$ cat src/rtl/tjmono_rx_pkg.sv
// Shared definitions for the TJ-Monopix RX path.
// Covers the FIFO word layout, the hit record field map and the
// hit assembler state encoding.
package tjmono_rx_pkg;

    // FIFO word layout: [31:30] channel ID, [29:28] word index, [27:0] payload
    localparam int unsigned WORD_W    = 32;
    localparam int unsigned PAYLOAD_W = 28;
    localparam int unsigned REC_W     = 3 * PAYLOAD_W;  // 84-bit hit record

    // Word index of each of the four words that make up a hit
    localparam logic [1:0] IDX_W0 = 2'b00;
    localparam logic [1:0] IDX_W1 = 2'b01;
    localparam logic [1:0] IDX_W2 = 2'b10;
    localparam logic [1:0] IDX_W3 = 2'b11;

    // Field offsets and widths inside the 84-bit record
    localparam int unsigned COL_LSB    = 0;
    localparam int unsigned COL_W      = 6;
    localparam int unsigned ROW_LSB    = 6;
    localparam int unsigned ROW_W      = 9;
    localparam int unsigned TE_LSB     = 15;
    localparam int unsigned TE_W       = 6;
    localparam int unsigned LE_LSB     = 21;
    localparam int unsigned LE_W       = 6;
    localparam int unsigned NOISE_BIT  = 27;
    localparam int unsigned TS_LSB     = 28;
    localparam int unsigned TS_W       = 52;
    localparam int unsigned TOKCNT_LSB = 80;
    localparam int unsigned TOKCNT_W   = 4;

    // Assembler state: the index of the word expected next
    typedef enum logic [1:0] {
        W0 = IDX_W0,
        W1 = IDX_W1,
        W2 = IDX_W2,
        W3 = IDX_W3
    } asm_state_e;

endpackage

$ cat src/rtl/tjmono_hit_unpack.sv
// Combinational split of an 84-bit hit record into its fields.
// Also derives time-over-threshold as (TE - LE) modulo 64.
module tjmono_hit_unpack
    import tjmono_rx_pkg::*;
(
    input  logic [REC_W-1:0]    rec_i,
    output logic [COL_W-1:0]    col_o,
    output logic [ROW_W-1:0]    row_o,
    output logic [TE_W-1:0]     te_o,
    output logic [LE_W-1:0]     le_o,
    output logic [TE_W-1:0]     tot_o,
    output logic                noise_o,
    output logic [TS_W-1:0]     ts_o,
    output logic [TOKCNT_W-1:0] token_cnt_o
);

    assign col_o       = rec_i[COL_LSB    +: COL_W];
    assign row_o       = rec_i[ROW_LSB    +: ROW_W];
    assign te_o        = rec_i[TE_LSB     +: TE_W];
    assign le_o        = rec_i[LE_LSB     +: LE_W];
    assign noise_o     = rec_i[NOISE_BIT];
    assign ts_o        = rec_i[TS_LSB     +: TS_W];
    assign token_cnt_o = rec_i[TOKCNT_LSB +: TOKCNT_W];

    // Both operands are 6 bits wide, so the subtraction wraps naturally
    assign tot_o = te_o - le_o;

endmodule

$ cat src/rtl/tjmono_hit_assembler.sv
// Pops 32-bit words from the RX core FIFO and rebuilds 4-word hit records.
// Presents each hit over a valid/ready handshake and counts index-order
// and channel-ID errors.
module tjmono_hit_assembler
    import tjmono_rx_pkg::*;
#(
    parameter logic [1:0]  IDENTIFIER = 2'b00,
    parameter int unsigned CNT_W      = 8
) (
    input  logic              BUS_CLK,
    input  logic              RST,
    input  logic              EN,
    input  logic              FIFO_EMPTY,
    output logic              FIFO_READ,
    input  logic [WORD_W-1:0] FIFO_DATA,
    output logic              HIT_VALID,
    input  logic              HIT_READY,
    output logic [5:0]        HIT_COL,
    output logic [8:0]        HIT_ROW,
    output logic [5:0]        HIT_TE,
    output logic [5:0]        HIT_LE,
    output logic [5:0]        HIT_TOT,
    output logic              HIT_NOISE,
    output logic [51:0]       HIT_TS,
    output logic [3:0]        HIT_TOKEN_CNT,
    output logic [31:0]       HIT_CNT,
    output logic [CNT_W-1:0]  SEQ_ERR_CNT,
    output logic [CNT_W-1:0]  ID_ERR_CNT
);

    asm_state_e          state_q, state_d;
    logic                rd_pending_q;
    logic [REC_W-1:0]    part_q, part_d;      // hit under construction
    logic [REC_W-1:0]    rec_q, rec_d;        // hit on the output
    logic                hit_valid_q, hit_valid_d;
    logic [31:0]         hit_cnt_q, hit_cnt_d;
    logic [CNT_W-1:0]    seq_err_q, seq_err_d;
    logic [CNT_W-1:0]    id_err_q, id_err_d;

    logic [1:0]           word_id;
    logic [1:0]           word_idx;
    logic [PAYLOAD_W-1:0] payload;
    logic                 accept;

    function automatic logic [CNT_W-1:0] sat_inc(input logic [CNT_W-1:0] v);
        return (&v) ? v : v + CNT_W'(1);
    endfunction

    assign word_id  = FIFO_DATA[31:30];
    assign word_idx = FIFO_DATA[29:28];
    assign payload  = FIFO_DATA[PAYLOAD_W-1:0];
    assign accept   = hit_valid_q & HIT_READY;

    // Pop only when the output can take a completion. Never pop behind a
    // word that may complete a hit, so at most one completion is in flight.
    assign FIFO_READ = !RST & EN & !FIFO_EMPTY & (!hit_valid_q | HIT_READY)
                     & !(rd_pending_q & (state_q == W3));

    // Next-state: handshake bookkeeping, then processing of the sampled word
    always_comb begin
        // NOTE: every variable gets a default first so no path leaves it unassigned (no latch)
        state_d     = state_q;
        part_d      = part_q;
        rec_d       = rec_q;
        hit_valid_d = hit_valid_q;
        hit_cnt_d   = hit_cnt_q;
        seq_err_d   = seq_err_q;
        id_err_d    = id_err_q;

        if (accept) begin
            hit_valid_d = 1'b0;
            hit_cnt_d   = hit_cnt_q + 32'd1;
        end

        if (rd_pending_q) begin
            if (word_id != IDENTIFIER) begin
                id_err_d = sat_inc(id_err_q);
            end else if (word_idx == state_q) begin
                case (state_q)
                    W0: begin
                        part_d[0 +: PAYLOAD_W] = payload;
                        state_d = W1;
                    end
                    W1: begin
                        part_d[PAYLOAD_W +: PAYLOAD_W] = payload;
                        state_d = W2;
                    end
                    W2: begin
                        part_d[2*PAYLOAD_W +: PAYLOAD_W] = payload;
                        state_d = W3;
                    end
                    W3: begin
                        // Last word carries no record bits; the output is free here
                        rec_d       = part_q;
                        hit_valid_d = 1'b1;
                        state_d     = W0;
                    end
                endcase
            end else begin
                seq_err_d = sat_inc(seq_err_q);
                if (word_idx == IDX_W0) begin
                    part_d[0 +: PAYLOAD_W] = payload;
                    state_d = W1;
                end else begin
                    state_d = W0;
                end
            end
        end
    end

    // State and datapath registers with synchronous reset
    always_ff @(posedge BUS_CLK) begin
        // NOTE: non-blocking assignments so every register samples pre-edge values
        if (RST) begin
            // NOTE: record registers are cleared too, so outputs read 0 and stale partials are discarded
            state_q      <= W0;
            rd_pending_q <= 1'b0;
            part_q       <= '0;
            rec_q        <= '0;
            hit_valid_q  <= 1'b0;
            hit_cnt_q    <= '0;
            seq_err_q    <= '0;
            id_err_q     <= '0;
        end else begin
            state_q      <= state_d;
            rd_pending_q <= FIFO_READ;
            part_q       <= part_d;
            rec_q        <= rec_d;
            hit_valid_q  <= hit_valid_d;
            hit_cnt_q    <= hit_cnt_d;
            seq_err_q    <= seq_err_d;
            id_err_q     <= id_err_d;
        end
    end

    tjmono_hit_unpack u_unpack (
        .rec_i       (rec_q),
        .col_o       (HIT_COL),
        .row_o       (HIT_ROW),
        .te_o        (HIT_TE),
        .le_o        (HIT_LE),
        .tot_o       (HIT_TOT),
        .noise_o     (HIT_NOISE),
        .ts_o        (HIT_TS),
        .token_cnt_o (HIT_TOKEN_CNT)
    );

    assign HIT_VALID   = hit_valid_q;
    assign HIT_CNT     = hit_cnt_q;
    assign SEQ_ERR_CNT = seq_err_q;
    assign ID_ERR_CNT  = id_err_q;

endmodule

$ cat config.mk
export PLATFORM = sky130hd
export DESIGN_NAME = tjmono_hit_assembler
export DESIGN_NICKNAME = d
export VERILOG_FILES = /design/src/rtl/tjmono_rx_pkg.sv /design/src/rtl/tjmono_hit_unpack.sv /design/src/rtl/tjmono_hit_assembler.sv
export SDC_FILE = /design/constraint.sdc
export NUM_CORES = 1
export LEC_CHECK = 0
export CAP_MARGIN = 10
export CORE_MARGIN = 2
export CORE_UTILIZATION = 46
export CTS_BUF_LIST = sky130_fd_sc_hd__clkbuf_8 sky130_fd_sc_hd__clkbuf_16
export DETAILED_ROUTE_END_ITERATION = 16
export HOLD_SLACK_MARGIN = 0.12
export PLACE_DENSITY = 0.75
export SLEW_MARGIN = 20
export SYNTH_ARGS = -nofsm -noshare
export SYNTH_HDL_FRONTEND = slang
export SYNTH_SLANG_ARGS = --single-unit
$ cat constraint.sdc
create_clock -name BUS_CLK -period 1.96 [get_ports BUS_CLK]
set_input_delay 0.392 -clock BUS_CLK [delete_from_list [all_inputs] [get_ports BUS_CLK]]
set_output_delay 0.392 -clock BUS_CLK [all_outputs]
set_load 0.1 [all_outputs]
======== Word level (Yosys, flattened, before mapping) ========
Cells that the tools add are included.
cells by class
  bitwise logic cells ..................... 11
  muxes and demuxes ....................... 11
  reduce and logical (&&, ||, !) cells .... 17
  add/subtract/negate cells ............... 4
  equal/unequal tests ..................... 5
operators by type and width
  cell                   count
  $mux 28                3
  $add 32x1->32 const B  1
  $reduce_and 4->1       5
  $add 8x1->8 const B    2
  $reduce_and 8->1       2
  $pmux 2 s4             1
  $and 1x1->1            6
  $mux 1                 6
  $sub 6x6->6            1
  $eq 2x2->1 const B     2
  $logic_not 1->1        4
  $logic_not 2->1        2
  $not 1->1              4
  $reduce_bool 2->1      2
  $reduce_and 3->1       1
  $eq 2x1->1 const B     1
  $eq 2x2->1             1
  $mux 2                 1
  $ne 2x1->1 const B     1
  $reduce_and 2->1       1
  $or 1x1->1             1
storage, ports and cells
  bits of input ports ..................... 37
  flip-flop bits (word level) ............. 220
  output and inout bits ................... 140

======== Logic depth before layout (Yosys ltp) ========
  word-level depth ........................ 6
  depth in mapped cells ................... 7
  depth with buffers taken out ............ 7

======== Cells and area by module ========
A second synthesis with hierarchy kept.
second synthesis, totals
  cell total of the unflattened synthesis .. 1084
  area, all modules ....................... 9491.6 um^2
by module, submodules not included
  module                cells each  times used  area an instance (um^2)  seq. area each (um^2)
  tjmono_hit_assembler  967         1           8607.0                   4404.2
  tjmono_hit_unpack     117         1           884.6                    0.0

======== Least setup slack after synthesis ========
No wires, ideal clock.
  kind .................................... register to output
  from .................................... register hit_valid_q, in the netlist HIT_VALID
  to ...................................... output port FIFO_READ
  data arrival time ....................... 3.904 ns
  required time ........................... 1.568 ns
  stages on the path, launching flop included .. 3
  path slack .............................. -2.336 ns
  cell sequence ........................... dfxtp_1 -> and2b_1 -> nor4_1
between the ends
  cells in the longest elaborated chain, start to end .. 4
ends and longest elaborated chain
  item                    line                         text
  start, declared         tjmono_hit_assembler.sv:35   logic hit_valid_q, hit_valid_d;
  start signal, assigned  tjmono_hit_assembler.sv:129  hit_valid_q <= hit_valid_d;
  $logic_not 1->1         tjmono_hit_assembler.sv:56   assign FIFO_READ = !RST & EN & !FIFO_EMPTY & (!hit_valid_q | HIT_READY)
  $or 1x1->1              tjmono_hit_assembler.sv:56
  $and 1x1->1             tjmono_hit_assembler.sv:56
  $and 1x1->1             tjmono_hit_assembler.sv:57   & !(rd_pending_q & (state_q == W3));
  end, declared           tjmono_hit_assembler.sv:14   output logic FIFO_READ,
No other way between the ends.

======== Final worst setup path ========
  from .................................... register rec_q[15]
  to ...................................... output port HIT_TOT[4]
between the ends
  cells in the longest elaborated chain, start to end .. 1
ends and longest elaborated chain
  item                    line                         text
  start, declared         tjmono_hit_assembler.sv:34   logic [REC_W-1:0] rec_q, rec_d;
  start signal, assigned  tjmono_hit_assembler.sv:128  rec_q <= rec_d;
  $sub 6x6->6             tjmono_hit_unpack.sv:26      assign tot_o = te_o - le_o;
  end, declared           tjmono_hit_assembler.sv:22   output logic [5:0] HIT_TOT,
No other way between the ends.

==> impl_results.md <==
- Status: finished, violations left
- Failing checks: setup timing
- Core Area: between 0.015 and 0.02 mm²
- DR top layer: met4
- Net Count, Synth: between 1000 and 1500
- Die H: between 100 and 150 µm
- CTS tree: built
- All-Layer GR Usage: approximately a fifth
- LEAKAGE: 0.00499 µW
- Initial Util: 47.0%
- F_max: between 400 and 500 MHz
- Met3 WL: around 1100 µm
- Share of cells above drive strength 1: between 20% and 30%
- DRT met1 WL: slightly below 10000 µm
- Cells after DPL: 1395
- Synthesized flop and latch total: 220
- Final critical-path required period: around 2.5 ns
- Io pins: 177
- Total routed wirelength: about 21000 µm
- Fin. Hold Viols: 0
- Clock latency on the worst-skew pair: 0.51 ns
- FFs w/ async S/R, synth: 0%
- Post-synth EDFFs: 0
- Setup Crit Path Kind: reg2out
- Worst Slack Setup Final: -0.533 ns
- Setup TNS: -2.05 ns
- Hpwl dp: 14100 µm
- Die width: ~140 µm
- Root buffer cell: clkbuf_16
- Antenna diode count: 0
- Worst Path Arrival: roughly 2.1 ns
- Cts bufs inserted: 23
- DP Worst Slack: -0.471 ns
- Met2 Wirelength: around 10000 µm
- Maximum vdd drop: roughly 0.00056 V
- Slew Limit Fails: 0
- Synthesized instance count: about 1000
- Worst-Margin Slew: about 0.5 ns
- Most frequent cells in the layout: nand2_1 (185), buf_4 (170), dfxtp_1 (161), a21oi_1 (110), mux2i_1 (87)
- DR iter-0 viols: roughly 380
- FILL cells: approximately 1600
- Worst Setup SP: rec_q[15]
- DR DRC count: 0
- Vias: ~7500
- RR Startpoint: HIT_CNT[1]
- H-tree level count: 1
- Pwr Total: around 9000 µW
- Routability cong.: slightly above 0.8
- Maximum fanout along the worst path: 2
- CTS Buffer Depth: 3
- Worst Hold Class: in2reg
- Antenna violations before repair: 0
- Unrepaired setup endpoints after global routing: true
- FF-to-FF path depth: 6
- Final Setup Violations: 6
- Area grow syn2layout: 37.4%
- Pwr dens: between 700 and 800 mW/mm²
- Hold buffer count at cts: 0
- Max-Cap Viols: 0
- Slew HR: ~66%
- Post-Syn Area: around 0.0088 mm²
- Mapped Avg Cell Area: 8.78 µm²
- Die ar.: a little over 0.02 mm²
- Period utilisation layout: 127%
- First-pass GRT wire length: around 35000 µm
- Crit path capture type: output pin
- HP Start: RST
- Post-synth top flop: dfxtp_1
- Vias in the first global route: 6976
- Most common cell after layout, fill and taps aside: nand2_1
- Hold Slack: just over 0.2 ns
- Global route overflow: 0
- Startpoint types: flop
- Sequential share of the synthesized area: about 50%
- Drt first pass iters: 4
- CP required: between 1.5 and 2 ns
- Vias per cell: ~5.2
- CTS clk-pin slew, worst paths: about 0.06 ns
- Hold path depth: 2
- Setup Skew: about 0.007 ns
- Cell Rows: 50
- YS warnings: 0
- Net count, final: about 1200
- Number of distinct library cells after synthesis: 39
- Final std cells w/o fill: approximately 1400
- WL/cell: between 10 and 15 µm
- Port Buffers: ~180
- Largest net degree at the start of global routing: slightly above 100
- Antenna viol nets, final: 0
- Count of clock tree sinks: 220
==> sequential cells by signal (all words and copies together), names as in the netlist <==
| register | cells |
|---|---|
| HIT_CNT | 32 |
| HIT_VALID | 1 |
| ID_ERR_CNT | 8 |
| SEQ_ERR_CNT | 8 |
| part_q | 84 |
| rd_pending_q | 1 |
| rec_q | 84 |
| state_q | 2 |
==> path summary, 6_finish.rpt <==
| check | slack [ns] | end |
|---|---|---|
| setup / recovery | -0.53 | HIT_TOT[4] |
| hold / removal | 0.20 | HIT_CNT[12] |
| setup reg to reg | 0.05 | HIT_CNT[24] |
| hold reg to reg | 0.44 | rec_q[23] |
==> logic make-up (layout without fill, tap and decap cells) <==
kind of cell	Yosys count	count (layout)	synth area share, %
compound gates	150	150	9.21
simple gates	424	424	22.5
mux	92	92	10.5
buf+inv	82	291	3.74
flops	220	220	50.1
xor+xnor	20	20	1.99
fa+ha+maj	13	13	1.94
==> cell usage after synthesis, drive strengths merged, types with 2 or more instances <==
library cell / instances / area share, %
a211o: 2 / 0.20
nor2: 82 / 3.5
xnor2: 12 / 1.2
o21ba: 2 / 0.23
a21oi: 113 / 6.4
o31ai: 9 / 0.77
and4: 6 / 0.60
mux2: 5 / 0.64
dfxtp: 220 / 50
a211oi: 3 / 0.26
nand4: 12 / 0.85
nand2: 188 / 8.0
buf: 18 / 1.0
or4: 12 / 1.0
nand3: 20 / 1.1
o21ai: 17 / 0.97
clkbuf: 44 / 1.9
inv: 20 / 0.85
ha: 12 / 1.7
nor4: 5 / 0.36
xor2: 8 / 0.80
nor2b: 6 / 0.43
or2: 2 / 0.14
or3: 16 / 1.1
nand2b: 57 / 4.1
nor3: 8 / 0.46
mux2i: 87 / 9.9
and3: 6 / 0.43
==> metrics by stage <==
step	utilization [%]	cell area [µm²]
global placement	59.6	11200
CTS	64.2	12000
finish	64.6	12100
global route	64.6	12100
detailed placement	59.6	11200
floorplan	-	9120
==> per-layer routing <==
metal,global-route usage [%],vias to the layer above
met5,0,-
met4,5.95,0
met3,3.47,32
met2,33.8,166
met1,28.4,3508
li1,-,3757
==> power by group <==
part	internal [µW]	switching, µW	total (µW)
sequential	4430	4.26	4430
clock	2500	1780	4280
combinational	136	166	302
total	7070	1950	9020
==> cell type report <==
class,count,area [µm²],share of cell area (%)
Tap cell,234,293,2.42
Inverter,20,78.8,0.652
Multi-Input combinational cell,699,4320,35.7
Clock buffer,30,694,5.75
Clock inverter,11,65.1,0.538
Timing Repair Buffer,230,2070,17.1
Sequential cell,220,4570,37.8
==> what timing repair did <==
item / CTS / global route
setup buffers: 5 / 2
resized for setup: 18 / 9
endpoints found under the setup margin: 6 / 155
cloned: 0 / 2
pin swaps: 7 / 5
==> critical path, cell delays in order (launching register included) <==
cell	delay, ns
dfxtp_4	0.34
inv_2	0.04
ha_4	0.16
fa_2	0.35
nand2b_4	0.16
a21oi_4	0.14
nor2_4	0.06
xnor2_4	0.15
buf_12	0.19
(Power assumes the default switching activity.)
